==> config.mk <==
export PLATFORM = sky130hd
export DESIGN_NAME = lighthouse_sensor_arbiter
export DESIGN_NICKNAME = d
export VERILOG_FILES = /design/src/rtl/lighthouse_arbiter_pkg.sv /design/src/rtl/lighthouse_sample_fifo.sv /design/src/rtl/lighthouse_sensor_arbiter.sv
export SDC_FILE = /design/constraint.sdc
export NUM_CORES = 2
export LEC_CHECK = 0
export BUFFER_PORTS_ARGS = -buffer_cell sky130_fd_sc_hd__buf_2
export CORE_MARGIN = 2
export CORE_UTILIZATION = 60
export DETAILED_ROUTE_END_ITERATION = 12
export PLACE_DENSITY = 0.8
export SLEW_MARGIN = 10
export SYNTH_ARGS = -nofsm -noshare
export SYNTH_HDL_FRONTEND = slang
export SYNTH_SLANG_ARGS = --single-unit
==> constraint.sdc <==
create_clock -name clock -period 21.3 [get_ports clock]
set_input_delay 1.065 -clock clock [delete_from_list [all_inputs] [get_ports clock]]
set_output_delay 1.065 -clock clock [all_outputs]
set_load 0.01 [all_outputs]
==> src/rtl/lighthouse_arbiter_pkg.sv <==
// Shared constants and types for the lighthouse sensor arbiter.
// Latency: n/a (declarations only).
// Backpressure: n/a.
package lighthouse_arbiter_pkg;

  // Avalon word addresses
  localparam logic [2:0] ADDR_CTRL    = 3'd0;
  localparam logic [2:0] ADDR_MASK    = 3'd1;
  localparam logic [2:0] ADDR_STATUS  = 3'd2;
  localparam logic [2:0] ADDR_DATA    = 3'd3;
  localparam logic [2:0] ADDR_OVERRUN = 3'd4;
  localparam logic [2:0] ADDR_GRANTS  = 3'd5;

  localparam logic [31:0] BLOCK_ID  = 32'h4C48_5331;
  localparam logic [31:0] DEAD_BEEF = 32'hDEAD_BEEF;

  // Control word bits
  localparam int CTRL_CLEAR_BIT  = 0;
  localparam int CTRL_IRQ_EN_BIT = 1;

  // Status word layout
  localparam int STAT_LEVEL_LSB = 0;
  localparam int STAT_LEVEL_W   = 7;
  localparam int STAT_EMPTY_BIT = 16;
  localparam int STAT_FULL_BIT  = 17;
  localparam int STAT_ID_LSB    = 24;

  // One FIFO entry: originating sensor index plus its combined_data word
  typedef struct packed {
    logic [3:0]  id;
    logic [31:0] data;
  } entry_t;

  // Assemble the status register from FIFO state
  function automatic logic [31:0] status_word(input logic [STAT_LEVEL_W-1:0] level,
                                              input logic empty,
                                              input logic full,
                                              input logic [3:0] head_id);
    logic [31:0] s;
    s = '0;
    s[STAT_LEVEL_LSB +: STAT_LEVEL_W] = level;
    s[STAT_EMPTY_BIT]                 = empty;
    s[STAT_FULL_BIT]                  = full;
    s[STAT_ID_LSB +: 4]               = head_id;
    return s;
  endfunction

endpackage

==> src/rtl/lighthouse_sample_fifo.sv <==
// Single-clock sample FIFO holding tagged sensor entries.
// Latency: a push is visible at the head the cycle after it is written.
// Backpressure: push ignored when full, pop ignored when empty; clear wins over both.
module lighthouse_sample_fifo #(
  parameter int DEPTH = 32,
  parameter int WIDTH = 36
) (
  input  logic                     clock,
  input  logic                     reset,
  input  logic                     clear,
  input  logic                     push,
  input  logic [WIDTH-1:0]         push_data,
  input  logic                     pop,
  output logic [WIDTH-1:0]         head_data,
  output logic [$clog2(DEPTH):0]   level,
  output logic                     empty,
  output logic                     full
);

  localparam int AW = $clog2(DEPTH);
  localparam logic [AW:0] PTR_ONE = 1;

  // Pointers carry an extra wrap bit so full and empty are distinguishable
  logic [AW:0]      wr_ptr_q, wr_ptr_d;
  logic [AW:0]      rd_ptr_q, rd_ptr_d;
  logic [WIDTH-1:0] mem_q [DEPTH];
  logic             do_push, do_pop;

  assign empty     = (wr_ptr_q == rd_ptr_q);
  assign full      = (wr_ptr_q[AW] != rd_ptr_q[AW]) && (wr_ptr_q[AW-1:0] == rd_ptr_q[AW-1:0]);
  assign level     = wr_ptr_q - rd_ptr_q;
  assign head_data = mem_q[rd_ptr_q[AW-1:0]];
  assign do_push   = push && !full && !clear;
  assign do_pop    = pop && !empty && !clear;

  // Next pointer values; clear collapses both pointers to an empty FIFO
  always_comb begin
    wr_ptr_d = wr_ptr_q;
    rd_ptr_d = rd_ptr_q;
    if (clear) begin
      wr_ptr_d = '0;
      rd_ptr_d = '0;
    end else begin
      if (do_push) wr_ptr_d = wr_ptr_q + PTR_ONE;
      if (do_pop)  rd_ptr_d = rd_ptr_q + PTR_ONE;
    end
  end

  // Pointer registers
  always_ff @(posedge clock or posedge reset) begin
    if (reset) begin
      wr_ptr_q <= '0;
      rd_ptr_q <= '0;
    end else begin
      wr_ptr_q <= wr_ptr_d;
      rd_ptr_q <= rd_ptr_d;
    end
  end

  // Storage array, written only on an accepted push
  always_ff @(posedge clock) begin
    if (do_push) mem_q[wr_ptr_q[AW-1:0]] <= push_data;
  end

endmodule

==> src/rtl/lighthouse_sensor_arbiter.sv <==
// Latches decoder samples into per-sensor slots and round-robins them into a tagged FIFO read over Avalon-MM.
// Latency: valid in cycle N -> grant in N+1 -> entry visible at N+2; readdata is combinational.
// Backpressure: no grant while the FIFO is full; slots hold data, later valids overwrite and count as overruns.
module lighthouse_sensor_arbiter
  import lighthouse_arbiter_pkg::*;
#(
  parameter int NUM_SENSORS = 16,
  parameter int FIFO_DEPTH  = 32
) (
  input  logic                       clock,
  input  logic                       reset,
  input  logic [NUM_SENSORS-1:0]     sensor_valid,
  input  logic [32*NUM_SENSORS-1:0]  sensor_data,
  input  logic [2:0]                 address,
  input  logic                       write,
  input  logic [31:0]                writedata,
  input  logic                       read,
  output logic [31:0]                readdata,
  output logic                       waitrequest,
  output logic                       irq
);

  localparam int IW = (NUM_SENSORS > 1) ? $clog2(NUM_SENSORS) : 1;
  localparam int LW = $clog2(FIFO_DEPTH) + 1;

  // Round-robin pick over req, starting just after last; returns {found, index}
  function automatic logic [4:0] rr_pick(input logic [NUM_SENSORS-1:0] req, input logic [3:0] last);
    logic [4:0] res;
    int         idx;
    res = '0;
    for (int k = 1; k <= NUM_SENSORS; k++) begin
      idx = (int'(last) + k) % NUM_SENSORS;
      if (!res[4] && req[idx[IW-1:0]]) res = {1'b1, 4'(idx)};
    end
    return res;
  endfunction

  logic [NUM_SENSORS-1:0] mask_q, mask_d, mask_new;
  logic                   irq_en_q, irq_en_d;
  logic [NUM_SENSORS-1:0] pending_q, pending_d;
  logic [31:0]            slot_data_q [NUM_SENSORS];
  logic [31:0]            slot_data_d [NUM_SENSORS];
  logic [3:0]             last_grant_q, last_grant_d;
  logic [15:0]            overrun_q, overrun_d;
  logic [31:0]            grant_cnt_q, grant_cnt_d;

  logic                   ctrl_wr, mask_wr, clear, pop;
  logic [4:0]             pick;
  logic                   grant_vld;
  logic [3:0]             grant_id;
  logic [NUM_SENSORS-1:0] grant_onehot;
  logic [4:0]             ovr_inc;
  logic [16:0]            ovr_sum;

  entry_t                 push_entry, head_entry;
  logic [LW-1:0]          fifo_level;
  logic                   fifo_empty, fifo_full;
  logic [31:0]            mask_word;
  logic                   unused_wdata;

  assign ctrl_wr  = write && (address == ADDR_CTRL);
  assign mask_wr  = write && (address == ADDR_MASK);
  assign clear    = ctrl_wr && writedata[CTRL_CLEAR_BIT];
  assign pop      = read && (address == ADDR_DATA) && !fifo_empty;
  assign mask_new = mask_wr ? writedata[NUM_SENSORS-1:0] : mask_q;

  // A slot being masked off this cycle is no longer eligible for a grant
  assign pick         = rr_pick(pending_q & mask_new, last_grant_q);
  assign grant_vld    = pick[4] && !fifo_full && !clear;
  assign grant_id     = pick[3:0];
  assign grant_onehot = grant_vld ? (NUM_SENSORS'(1) << grant_id) : '0;

  assign push_entry.id   = grant_id;
  assign push_entry.data = slot_data_q[grant_id[IW-1:0]];

  assign waitrequest  = 1'b0;
  assign irq          = irq_en_q && !fifo_empty;
  assign unused_wdata = &{1'b0, writedata};

  lighthouse_sample_fifo #(
    .DEPTH (FIFO_DEPTH),
    .WIDTH ($bits(entry_t))
  ) u_fifo (
    .clock     (clock),
    .reset     (reset),
    .clear     (clear),
    .push      (grant_vld),
    .push_data (push_entry),
    .pop       (pop),
    .head_data (head_entry),
    .level     (fifo_level),
    .empty     (fifo_empty),
    .full      (fifo_full)
  );

  // Slot capture: grant retires a slot, a fresh valid re-arms it, mask-off and clear drop it
  always_comb begin
    pending_d   = pending_q;
    slot_data_d = slot_data_q;
    ovr_inc     = '0;
    for (int i = 0; i < NUM_SENSORS; i++) begin
      if (grant_onehot[i]) pending_d[i] = 1'b0;
      if (sensor_valid[i] && mask_q[i]) begin
        slot_data_d[i] = sensor_data[32*i +: 32];
        if (pending_q[i] && !grant_onehot[i]) ovr_inc = ovr_inc + 5'd1;
        pending_d[i] = 1'b1;
      end
      if (mask_wr && !writedata[i]) pending_d[i] = 1'b0;
    end
    if (clear) pending_d = '0;
  end

  // Control, mask, counters and round-robin pointer next state
  always_comb begin
    mask_d       = mask_new;
    irq_en_d     = ctrl_wr ? writedata[CTRL_IRQ_EN_BIT] : irq_en_q;
    ovr_sum      = {1'b0, overrun_q} + {12'd0, ovr_inc};
    overrun_d    = ovr_sum[16] ? 16'hFFFF : ovr_sum[15:0];
    grant_cnt_d  = grant_vld ? grant_cnt_q + 32'd1 : grant_cnt_q;
    last_grant_d = grant_vld ? grant_id : last_grant_q;
    if (clear) begin
      overrun_d    = '0;
      grant_cnt_d  = '0;
      last_grant_d = 4'(NUM_SENSORS - 1);
    end
  end

  // State registers
  always_ff @(posedge clock or posedge reset) begin
    if (reset) begin
      mask_q       <= '0;
      irq_en_q     <= 1'b0;
      pending_q    <= '0;
      last_grant_q <= 4'(NUM_SENSORS - 1);
      overrun_q    <= '0;
      grant_cnt_q  <= '0;
      for (int i = 0; i < NUM_SENSORS; i++) slot_data_q[i] <= '0;
    end else begin
      mask_q       <= mask_d;
      irq_en_q     <= irq_en_d;
      pending_q    <= pending_d;
      last_grant_q <= last_grant_d;
      overrun_q    <= overrun_d;
      grant_cnt_q  <= grant_cnt_d;
      slot_data_q  <= slot_data_d;
    end
  end

  // Zero-latency read mux
  always_comb begin
    mask_word = '0;
    mask_word[NUM_SENSORS-1:0] = mask_q;
    case (address)
      ADDR_CTRL:    readdata = BLOCK_ID;
      ADDR_MASK:    readdata = mask_word;
      ADDR_STATUS:  readdata = status_word(7'(fifo_level), fifo_empty, fifo_full,
                                           fifo_empty ? 4'd0 : head_entry.id);
      ADDR_DATA:    readdata = fifo_empty ? DEAD_BEEF : head_entry.data;
      ADDR_OVERRUN: readdata = {16'd0, overrun_q};
      ADDR_GRANTS:  readdata = grant_cnt_q;
      default:      readdata = DEAD_BEEF;
    endcase
  end

endmodule
==> run summary <==
The critical path endpoint category is a flip-flop. For the final database, setup skew stands at 42.8 ps. The critical path starts at last_grant_q[1]. The count of max-cap constraint violations is 0. The total vias in the final route came out at 54,800. Setup repair after global routing left no endpoint under its margin. Global routing used 39.3% of the available tracks across all layers. For flop-to-flop paths, the worst setup slack is 4770 ps.

The wire length per cell is 34.7 um. The initial core utilization is 60.6%. In this run the critical register-to-register path is captured at overrun_q[9]. The number of unique standard cell types used by synthesis is 101. In this run the critical register-to-register path is launched from last_grant_q[1]. The routed design could run at a clock period as short as 16,530 ps. The first detailed-routing pass took 6 iterations. The post-CTS setup-driven buffer insertion count came out at 0.

Summed over all failing endpoints, the final setup total negative slack is 0 ps. Setup violations remaining at the end of the flow were counted as 0. The hold violation count in the final report came out at 0. The maximum buffer depth of the clock tree came out at 3.

Synthesis produced 5,259 cells. Counting every sink on the clock net gives 1,761. The number of global-route vias before repair came out at 53,500. The number of primary I/O pins came out at 601. The number of buffers created by CTS came out at 174. The count of buffers inserted at the top-level ports is 583. The largest net degree at the start of global routing is 165.

In the routed design, unresolved DRC markers number 0. The number of H-tree branching levels came out at 4. The cell count of the worst reg-to-reg path came out at 60. The worst setup path is launched from a flip-flop.

The post-synthesis register bit count is 1,761. The overall die width is 366 um. The maximum net fanout on the critical path came out at 36. In the synthesized netlist the dominant register cell turns out to be sky130_fd_sc_hd__edfxtp_1. For this run, the number of Yosys warnings is 0.

For the worst setup path, the data required time is 22,030 ps. The most frequent cell on the critical path is sky130_fd_sc_hd__ha_1. Of the synthesized area, sequential elements account for 63.4%. The data arrival time of the critical path came out at 17,260 ps. The multi-input gate area in the final layout came out at 27,700 um2. The total length of routed wires came out at 271,000 um.

The worst-case headroom to the max-slew limit came out at 14.8%. The number of nets with antenna violations after routing came out at 0. The critical path's slowest cell is sky130_fd_sc_hd__nor4_1. The total core area came out at 130,000 um2. The fraction of final layout cells with drive strength greater than 1 came out at 33.7%. The largest stage delay on the critical path is 1050 ps.

The maximum achievable frequency is 0.0605 GHz. The filler cell count in the final layout came out at 8,300. The final layout net count came out at 6,408. The post-DP HPWL came out at 161,000 um. The post-route fraction of the period consumed by the critical path came out at 77.6%. The net count after synthesis came out at 5,866. The post-cts repair resize count came out at 0. In this run, synthesis inferred 1,152 flip-flops with an integrated enable.

The endpoint of the worst setup timing path is overrun_q[9]. The total die area came out at 134,000 um2. The number of antenna violations at the first check in global routing is 123.

The clock input transition at the sequential cells of the worst setup and hold paths is 60 ps. The number of vias per cell came out at 7.03. The root buffer cell chosen for the clock tree is sky130_fd_sc_hd__clkbuf_16. The count of pins over their slew limit is 0. The floorplan die height is 366 um. The site row count is 132.

The final RePlAce weighted congestion is 0.973. In the synthesized netlist the async set-or-reset flop fraction comes to 34.6%. After clock tree synthesis, the flow added hold-fix buffers numbering 0. The first global-routing pass estimated 378,000 um of wire.

The cell area after technology mapping came out at 78,700 um2. The later pin in the worst-skew pair is clocked with a latency of 840 ps. The clock tree from TritonCTS is built. Relative to the synthesized area, the layout overhead comes to 14.1%. The class of the most critical setup path is flip-flop to flip-flop. The total overflow reported by the global router came out at 0. A synthesized cell averages 15.0 um2. The worst hold path belongs to the class primary input to async pin. The number of DRC markers in iteration 0 is 9,252. Registers take 49,800 um2. The flow ran to the end, and the final reports show no timing, DRC or antenna violations. At the pin with the least slew margin, the transition time is 1270 ps.
-- metal layers --
layer / wire length (um) / part of all wire [%] / up-vias / track usage, %
li1: - / - / 21400 / -
met1: 90000 / 33 / 27600 / 49.7
met2: 127000 / 47 / 4766 / 61.1
met3: 32900 / 12 / 1076 / 10.7
met4: 19900 / 7.4 / 32 / 23.8
met5: 201 / 0.074 / - / 0
-- synthesized netlist by cell type (21+ instances only) --
| cell | instances | area (um2) |
|---|---|---|
| sky130_fd_sc_hd__and3_1 | 90 | 563 |
| sky130_fd_sc_hd__nand3_1 | 208 | 1040 |
| sky130_fd_sc_hd__mux2_2 | 526 | 5920 |
| sky130_fd_sc_hd__mux4_2 | 389 | 8760 |
| sky130_fd_sc_hd__o21ai_0 | 94 | 470 |
| sky130_fd_sc_hd__o31a_1 | 35 | 307 |
| sky130_fd_sc_hd__a21oi_1 | 103 | 515 |
| sky130_fd_sc_hd__edfxtp_1 | 1152 | 34600 |
| sky130_fd_sc_hd__o22ai_1 | 21 | 131 |
| sky130_fd_sc_hd__a311oi_1 | 65 | 569 |
| sky130_fd_sc_hd__xor2_1 | 47 | 412 |
| sky130_fd_sc_hd__xnor2_1 | 53 | 464 |
| sky130_fd_sc_hd__clkbuf_1 | 219 | 822 |
| sky130_fd_sc_hd__nand4_1 | 27 | 169 |
| sky130_fd_sc_hd__nor3_1 | 30 | 150 |
| sky130_fd_sc_hd__buf_1 | 92 | 345 |
| sky130_fd_sc_hd__nand2_1 | 697 | 2620 |
| sky130_fd_sc_hd__inv_1 | 33 | 124 |
| sky130_fd_sc_hd__mux2i_1 | 47 | 470 |
| sky130_fd_sc_hd__o211ai_1 | 65 | 488 |
| sky130_fd_sc_hd__a211oi_1 | 24 | 180 |
| sky130_fd_sc_hd__nor2_1 | 279 | 1050 |
| sky130_fd_sc_hd__dfrtp_1 | 605 | 15100 |
| sky130_fd_sc_hd__ha_1 | 38 | 475 |
-- sequential cells by signal, indices dropped and copies added (netlist names), 4 cells and up --
| signal | count |
|---|---|
| grant_cnt_q | 32 |
| u_fifo.wr_ptr_q | 6 |
| pending_q | 16 |
| u_fifo.mem_q | 1152 |
| last_grant_q | 4 |
| overrun_q | 16 |
| slot_data_q | 512 |
| u_fifo.rd_ptr_q | 6 |
| mask_q | 16 |
-- area by class of cell --
class                           instances  share of cell area [%]
Sequential cell                      1761                    55.5
Multi-Input combinational cell       3125                    30.8
Clock buffer                          242                    5.45
Timing Repair Buffer                  700                    4.27
Tap cell                             1742                    2.43
Clock inverter                         78                   0.951
Antenna cell                          113                   0.315
Inverter                               39                   0.194
-- stage by stage --
step                      area [um2]  instances  utilization (%)  worst slack [ps]  hold WS [ps]
after floorplan                78700       5259                -              3190           472
after global placement         83700       7366             64.5              4740           485
after detailed placement       83700       7366             64.5              4660           492
after CTS                      89400       7686             68.9              5090           428
after global routing           89700       7782             69.1              3800           452
final                          89700       7800             69.1              4770           418
-- cells in the final DEF (no fill, tap or decap), types with 113 or more instances in the layout --
| cell | count |
|---|---|
| sky130_fd_sc_hd__clkbuf_16 | 177 |
| sky130_fd_sc_hd__nand3_1 | 208 |
| sky130_fd_sc_hd__nor2_1 | 247 |
| sky130_fd_sc_hd__nand2_1 | 686 |
| sky130_fd_sc_hd__diode_2 | 113 |
| sky130_fd_sc_hd__dfrtp_1 | 602 |
| sky130_fd_sc_hd__mux4_2 | 389 |
| sky130_fd_sc_hd__buf_4 | 114 |
| sky130_fd_sc_hd__buf_2 | 583 |
| sky130_fd_sc_hd__edfxtp_1 | 1152 |
| sky130_fd_sc_hd__mux2_2 | 526 |
-- cells by family after synthesis --
kind of cell	count (synthesis)	synth area share, %
flops	1761	63.4
fa+ha+maj	40	0.655
xor+xnor	117	1.56
mux	965	19.4
buf+inv	373	1.88
other cells	1	0.00477
simple gates	1454	8.22
compound gates	548	4.95
-- worst min-delay path by stage --
| stage | start | to | slack (ps) | cells after the start |
|---|---|---|---|---|
| 6_report | reset | slot_data_q[286] | 420 | 2 |
| 5_1_grt | reset | slot_data_q[286] | 450 | 2 |
| 4_1_cts | reset | slot_data_q[360] | 430 | 2 |
| 3_5_place_dp | slot_data_q[291] | slot_data_q[291] | 490 | 1 |
| 3_3_place_gp | irq_en_q | irq_en_q | 490 | 1 |
| 2_1_floorplan | irq_en_q | irq_en_q | 470 | 1 |
-- worst max-delay path: cells and delay by family, from the launching register on --
kind | cells | cell delay [ps]
xor gates and xnor gates | 6 | 1810
DFF | 1 | 530
and+or+nand+nor | 13 | 3900
buffers and inverters | 3 | 770
adders and majority gates | 12 | 3710
muxes | 4 | 1000
AOI/OAI and AO/OA | 22 | 4650
Power is not shown: default switching activity piles up to over one toggle a cycle in this logic, so the estimate is an artifact.
